**src/rtl/dm_port_arbiter.sv**
```systemverilog
// Round-robin arbiter sharing one fixed-latency synchronous data-memory port
// between the M-stage requester and the bridge/debug (D) requester.
module dm_port_arbiter #(
  parameter int LAT = 2
) (
  input  logic        clk,
  input  logic        reset,
  input  logic        m_req,
  input  logic        m_we,
  input  logic [1:0]  m_size,
  input  logic [31:0] m_addr,
  input  logic [31:0] m_wdata,
  output logic        m_stall,
  output logic        m_done,
  output logic [31:0] m_rdata,
  output logic        m_exc,
  input  logic        d_req,
  input  logic        d_we,
  input  logic [1:0]  d_size,
  input  logic [31:0] d_addr,
  input  logic [31:0] d_wdata,
  output logic        d_done,
  output logic [31:0] d_rdata,
  output logic        d_exc,
  output logic        mem_en,
  output logic [3:0]  mem_be,
  output logic [31:0] mem_addr,
  output logic [31:0] mem_wdata,
  input  logic [31:0] mem_rdata,
  output logic [1:0]  dbg_state
);

  typedef enum logic [1:0] {
    IDLE  = 2'd0,
    ISSUE = 2'd1,
    WAIT  = 2'd2,
    DONE  = 2'd3
  } state_t;

  state_t      state_q;
  logic        gnt_d_q;
  logic        last_d_q;
  logic        we_q;
  logic [1:0]  size_q;
  logic [31:0] addr_q;
  logic [31:0] wdata_q;
  logic [3:0]  cnt_q;
  logic        m_done_q, d_done_q, m_exc_q, d_exc_q;
  logic [31:0] m_rdata_q, d_rdata_q;

  logic        pick_d;
  logic        sel_we;
  logic [1:0]  sel_size;
  logic [31:0] sel_addr;
  logic [31:0] sel_wdata;
  logic        sel_misal;

  // D wins only when M is idle or M was the last port served.
  assign pick_d    = d_req & (~m_req | ~last_d_q);
  assign sel_we    = pick_d ? d_we    : m_we;
  assign sel_size  = pick_d ? d_size  : m_size;
  assign sel_addr  = pick_d ? d_addr  : m_addr;
  assign sel_wdata = pick_d ? d_wdata : m_wdata;
  assign sel_misal = (sel_size == 2'b11)
                   | ((sel_size == 2'b00) & (sel_addr[1:0] != 2'b00))
                   | ((sel_size == 2'b10) & sel_addr[0]);

  always_ff @(posedge clk or negedge reset) begin
    if (!reset) begin
      state_q   <= IDLE;
      gnt_d_q   <= 1'b0;
      last_d_q  <= 1'b1;
      we_q      <= 1'b0;
      size_q    <= 2'b00;
      addr_q    <= '0;
      wdata_q   <= '0;
      cnt_q     <= '0;
      m_done_q  <= 1'b0;
      d_done_q  <= 1'b0;
      m_exc_q   <= 1'b0;
      d_exc_q   <= 1'b0;
      m_rdata_q <= '0;
      d_rdata_q <= '0;
    end else begin
      m_done_q <= 1'b0;
      d_done_q <= 1'b0;
      case (state_q)
        IDLE: begin
          if (m_req | d_req) begin
            gnt_d_q <= pick_d;
            we_q    <= sel_we;
            size_q  <= sel_size;
            addr_q  <= sel_addr;
            wdata_q <= sel_wdata;
            if (sel_misal) begin
              state_q <= DONE;
              if (pick_d) begin
                d_done_q  <= 1'b1;
                d_exc_q   <= 1'b1;
                d_rdata_q <= '0;
              end else begin
                m_done_q  <= 1'b1;
                m_exc_q   <= 1'b1;
                m_rdata_q <= '0;
              end
            end else begin
              state_q <= ISSUE;
            end
          end
        end
        ISSUE: begin
          cnt_q   <= 4'(LAT - 1);
          state_q <= WAIT;
        end
        WAIT: begin
          if (cnt_q == 4'd0) begin
            state_q <= DONE;
            if (gnt_d_q) begin
              d_done_q  <= 1'b1;
              d_exc_q   <= 1'b0;
              d_rdata_q <= mem_rdata;
            end else begin
              m_done_q  <= 1'b1;
              m_exc_q   <= 1'b0;
              m_rdata_q <= mem_rdata;
            end
          end else begin
            cnt_q <= cnt_q - 4'd1;
          end
        end
        DONE: begin
          last_d_q <= gnt_d_q;
          state_q  <= IDLE;
        end
        default: state_q <= IDLE;
      endcase
    end
  end

  // Memory strobe fields are decoded from the latched request, live only in ISSUE.
  always_comb begin
    mem_be    = 4'b0000;
    mem_wdata = '0;
    mem_addr  = '0;
    if (state_q == ISSUE) begin
      mem_addr = {addr_q[31:2], 2'b00};
      case (size_q)
        2'b00: begin
          mem_be    = 4'b1111;
          mem_wdata = wdata_q;
        end
        2'b10: begin
          mem_be    = addr_q[1] ? 4'b1100 : 4'b0011;
          mem_wdata = {2{wdata_q[15:0]}};
        end
        default: begin
          mem_be    = 4'b0001 << addr_q[1:0];
          mem_wdata = {4{wdata_q[7:0]}};
        end
      endcase
      if (!we_q) mem_be = 4'b0000;
    end
  end

  assign mem_en    = (state_q == ISSUE);
  assign m_stall   = m_req & ~m_done_q;
  assign m_done    = m_done_q;
  assign m_rdata   = m_rdata_q;
  assign m_exc     = m_exc_q;
  assign d_done    = d_done_q;
  assign d_rdata   = d_rdata_q;
  assign d_exc     = d_exc_q;
  assign dbg_state = state_q;

endmodule
```
**config.mk**
```make
export PLATFORM = sky130hd
export DESIGN_NAME = dm_port_arbiter
export DESIGN_NICKNAME = d
export VERILOG_FILES = /design/src/rtl/dm_port_arbiter.sv
export SDC_FILE = /design/constraint.sdc
export NUM_CORES = 1
export LEC_CHECK = 0
export CAP_MARGIN = 0
export CORE_MARGIN = 5
export CORE_UTILIZATION = 46
export DETAILED_ROUTE_END_ITERATION = 6
export MAX_ROUTING_LAYER = met4
export PLACE_DENSITY = 0.87
export REMOVE_ABC_BUFFERS = 1
export SETUP_SLACK_MARGIN = 0.1
export SLEW_MARGIN = 10
export SYNTH_ARGS = -nofsm -noshare
export SYNTH_HDL_FRONTEND = slang
export SYNTH_SLANG_ARGS = --single-unit
```
**constraint.sdc**
```tcl
create_clock -name clk -period 4.7 [get_ports clk]
set_clock_uncertainty 0.05 [all_clocks]
set_input_delay 0.94 -clock clk [delete_from_list [all_inputs] [get_ports clk]]
set_output_delay 0.94 -clock clk [all_outputs]
set_load 0.1 [all_outputs]
```
* Yosys cells after proc, flatten, opt, wreduce, memory -nomap -nowiden
Index checks and enable logic that the tools add are counted.
Storage, ports and cells: bits in registers 143, output and inout port bits 140, bits of input ports 170
Cells by class: bitwise logic cells 11, eq/ne operators 14, mux-type cells 53, shifts and indexed selects 1, add/subtract/negate cells 1, reduce and logical (&&, ||, !) cells 12
Operators with widths (count):
- $mux 32 | 14
- $pmux 32 s2 | 3
- $mux 1 | 21
- $mux 4 | 4
- $ne 2x2->1 const B | 8
- $pmux 4 s2 | 2
- $reduce_and 6->1 | 2
- $eq 2x2->1 const B | 5
- $mux 2 | 4
- $pmux 1 s2 | 4
- $pmux 2 s4 | 1
- $logic_not 2->1 | 3
- $reduce_and 2->1 | 3
- $reduce_bool 2->1 | 3
- $and 1x1->1 | 4
- $logic_not 4->1 | 1
- $or 1x1->1 | 4
- $shl 1x2->4 const A | 1
- $sub 4x1->4 const B | 1
- $not 1->1 | 3
- $eq 2x1->1 const B | 1

* Logic depth before layout (Yosys ltp)
depth in word-level cells 11, mapped depth 10, depth with buffers taken out 7

* Least setup slack after synthesis
OpenSTA, ideal clock, no wires.
path type reg2out, start point register state_q[0], in the netlist dbg_state[0], end point output port mem_wdata[11], path slack -0.967 ns, data required time 3.710 ns, stages on the path, launching flop included 5, arrival time 4.677 ns, path through dfrtp_1 ha_1 clkbuf_1 clkbuf_1 a21boi_0
On the way: cells in the longest elaborated chain, start to end 2
RTL lines:
- from (decl) | line 40 | state_t state_q;
- from (signal assigned) | line 70 | state_q <= IDLE;
- from (signal assigned) | line 96 | state_q <= DONE;
- from (signal assigned) | line 107 | state_q <= ISSUE;
- $eq 2x1->1
- via mem_en | line 25 | output logic mem_en,
- $mux 32 | line 145 | if (state_q == ISSUE) begin
- to (decl) | line 28 | output logic [31:0] mem_wdata,
The timed path passes the listed nets, and every way through them passes these cells.

* Final worst setup path
start point register state_q[1], in the netlist dbg_state[1], end point output port mem_wdata[20]
On the way: cells in the longest elaborated chain, start to end 2
RTL lines (line):
- $eq 2x1->1 | 145
- $mux 32 | 145
Every way passes these cells.

==> metrics.yaml <==
die_h_um: 133
cp.buffers_inverters: 3
die_x_um: 133
setup_violations: 0
hpwl_um: 16400
dieArea_um2: 17700
drcViolationCount: 0
p_leak_uw: 0.00473
clkSlewWorstSetupHoldPaths_ps: 60
fillers: 1099
via_per_inst: 5.54
power_density_nw_per_um2: 828
tns_ps: 0
cp-start-kind: "register"
cts_buffer_depth: 2
io_pins: 310
drt-pass1-iter-count: 5
seqPwrFrac_pct: 24.6
path_max_fanout: 43
cts_tree: "built"
ys_seq_area_share_pct: 51.3
ys_types: 45
maxSlewHeadroom_pct: 30.2
syn_avg_cell_area_um2: 9.87
ctsRootBufferMaster: "clkbuf_16"
postSynth.asyncResetShare_pct: 100
areaGrowthSynthToFinish_pct: 51.5
hp-start: "d_rdata[9]"
numCtsBuffers: 17
path_cells: "inv_1 > ha_2 > buf_4 > a21boi_0 > buf_4"
path_class: "reg2out"
final-hold-violation-count: 0
holdPathStages: 2
synth-main-ff-cell: "dfrtp_1"
coreArea_um2: 15000
period_minus_slack_ps: 3520
cts_hold_buf: 0
netlist_instances: 707
crit_required_ps: 3710
clkPwrFrac_pct: 15.0
postRouteAntennaNets: 0
syn_area_um2: 6980
rsz0062_at_grt: "no"
gp_congestion: 0.855
path_common_cell: "buf_4"
fin_area_um2: 10600
min_path_type: "reg2reg"
period_share_pct: 74.8
drt_iter0_drc: 505
final_max_slew_viol_count: 0
grt-ovfl-total: 0
drive_above_1_share_pct: 12.9
final_nets: 1157
max_freq_mhz: 284
vias: 6556
max-vdd-ir-drop_uv: 382
clkSinkCount: 143
r2r_start: "dbg_state[0]"
grt_max_degree: 91
crit_path_end_kind: "primary output"
power_switching_uw: 4810
placed_area_um2: 9980
crit_arrival_ps: 2530
start_util_pct: 46.4
wire_per_inst_um: 19.4
port_buffers: 307
postCtsResizedCells: 0
outcome: "complete, no violations"
swShare_pct: 55.0
worstMarginPinSlew_ps: 1040
cap_viol_max_count: 0
max_stage_delay_ps: 630
grt_first_pass_wirelength_um: 35300
reg2reg_depth: 9
yosys_register_bits: 143
critPathSlowestCell: "ha_2"
ys_warn_count: 0
grt_usage_pct: 26.0
h-tree-depth: 4
hold_end: "d_rdata[9]"
finalCoreUtilization_pct: 70.3
combPwrFrac_pct: 60.4
synth_edf_count: 0
final_cell_mix: "clkdlybuf4s50_1, nand2_1, dfrtp_1"
first_global_vias: 6503
worstSkewPairLatency_ps: 420
final_common_cell: "clkdlybuf4s50_1"
rr_endpoint: "m_rdata[26]"
post_cts_buffers: 0
p_int_uw: 3940
regToRegSetupSlack_ps: 2000
grt_antenna_before_repair: 1
wl_um: 22900
crit_family: "buffers and inverters"
rows: 45
per-layer routing:
layer	global-route usage, %	vias up	part of all wire (%)
met5	-	-	0
met2	42.3	252	51
li1	-	3071	-
met3	7.18	41	7.0
met4	9.43	0	2.8
met1	31.0	3192	39
synth_stat cells, types with 2 or more instances:
cell type | n | area (um2)
a21boi_0 | 16 | 120
a21oi_1 | 7 | 35.0
a22o_1 | 119 | 1040
and2_1 | 45 | 282
buf_1 | 4 | 15.0
buf_2 | 2 | 10.0
buf_4 | 3 | 22.5
clkbuf_1 | 56 | 210
dfrtp_1 | 142 | 3550
ha_1 | 6 | 75.1
inv_1 | 5 | 18.8
mux2i_1 | 17 | 170
nand2_1 | 143 | 537
nand2b_1 | 4 | 25.0
nor2_1 | 15 | 56.3
nor2b_1 | 8 | 50.1
nor4_1 | 2 | 12.5
o21ai_0 | 51 | 255
o22ai_1 | 33 | 206
o31ai_1 | 3 | 22.5
or2_2 | 2 | 12.5
how the worst max path moves through the flow:
stage	startpoint	endpoint	slack [ps]	cells past startpoint
finish	dbg_state[1]	mem_wdata[20]	1180	5
global route	size_q[0]	mem_wdata[21]	940	4
CTS	dbg_state[1]	mem_wdata[20]	1150	5
detailed placement	m_req	m_rdata[30]	1080	9
global placement	m_req	m_rdata[26]	1180	9
floorplan	dbg_state[0]	m_rdata[22]	-1870	6
metrics by stage:
step / total power (uW) / worst slack, ps / hold slack [ps] / cells
2_1_floorplan: 6030 / -1870 / 392 / 642
3_3_place_gp: 7350 / 1180 / 404 / 1150
3_5_place_dp: 7440 / 1080 / 419 / 1150
4_1_cts: 8780 / 1150 / 431 / 1182
5_1_grt: 9140 / 937 / 456 / 1183
6_report: 8750 / 1180 / 425 / 1183
worst reg2reg max path: cells and delay by family, from the launching register on:
kind / cells / cell delay (ps)
buf+inv: 4 / 1100
simple gates: 2 / 600
flops: 1 / 430
compound gates: 2 / 240
fa+ha+maj: 1 / 140
flip-flops by register name, summed over array words and instances, names as in the netlist:
register and flops:
addr_q 32, d_rdata 32, m_rdata 32, wdata_q 32
cnt_q 4, dbg_state 2, size_q 2, d_done 1
d_exc 1, gnt_d_q 1, last_d_q 1, m_done 1
m_exc 1, we_q 1
logic make-up (layout without fill, tap and decap cells):
group,count (synthesis),count (layout),synth area share (%)
AOI/OAI and AO/OA,241,241,26.0
xor gates and xnor gates,1,1,0.126
adders and majority gates,6,6,1.08
buffers and inverters,72,358,4.18
DFF,143,143,51.3
muxes,18,18,2.60
other,1,3,0.0538
and+or+nand+nor,225,225,14.6
layout make-up:
class                           count  area (um2)  share of cell area [%]
Clock inverter                     11         105                   0.994
Inverter                            6        22.5                   0.213
Tap cell                          188         235                    2.23
Timing Repair Buffer              320        3000                    28.4
Sequential cell                   143        3580                    33.9
Multi-Input combinational cell    493        3140                    29.7
Antenna cell                        1        2.50                  0.0237
Clock buffer                       21         480                    4.55
power by group through the flow:
stage | Combinational, uW | Sequential (uW) | Clock, uW
final | 5280 | 2150 | 1320
after global routing | 5540 | 2210 | 1390
after CTS | 5300 | 2140 | 1340
after detailed placement | 5300 | 2140 | 0
after global placement | 5210 | 2130 | 0
after floorplan | 2510 | 3520 | 0
Power figures use the tool's default switching activity.
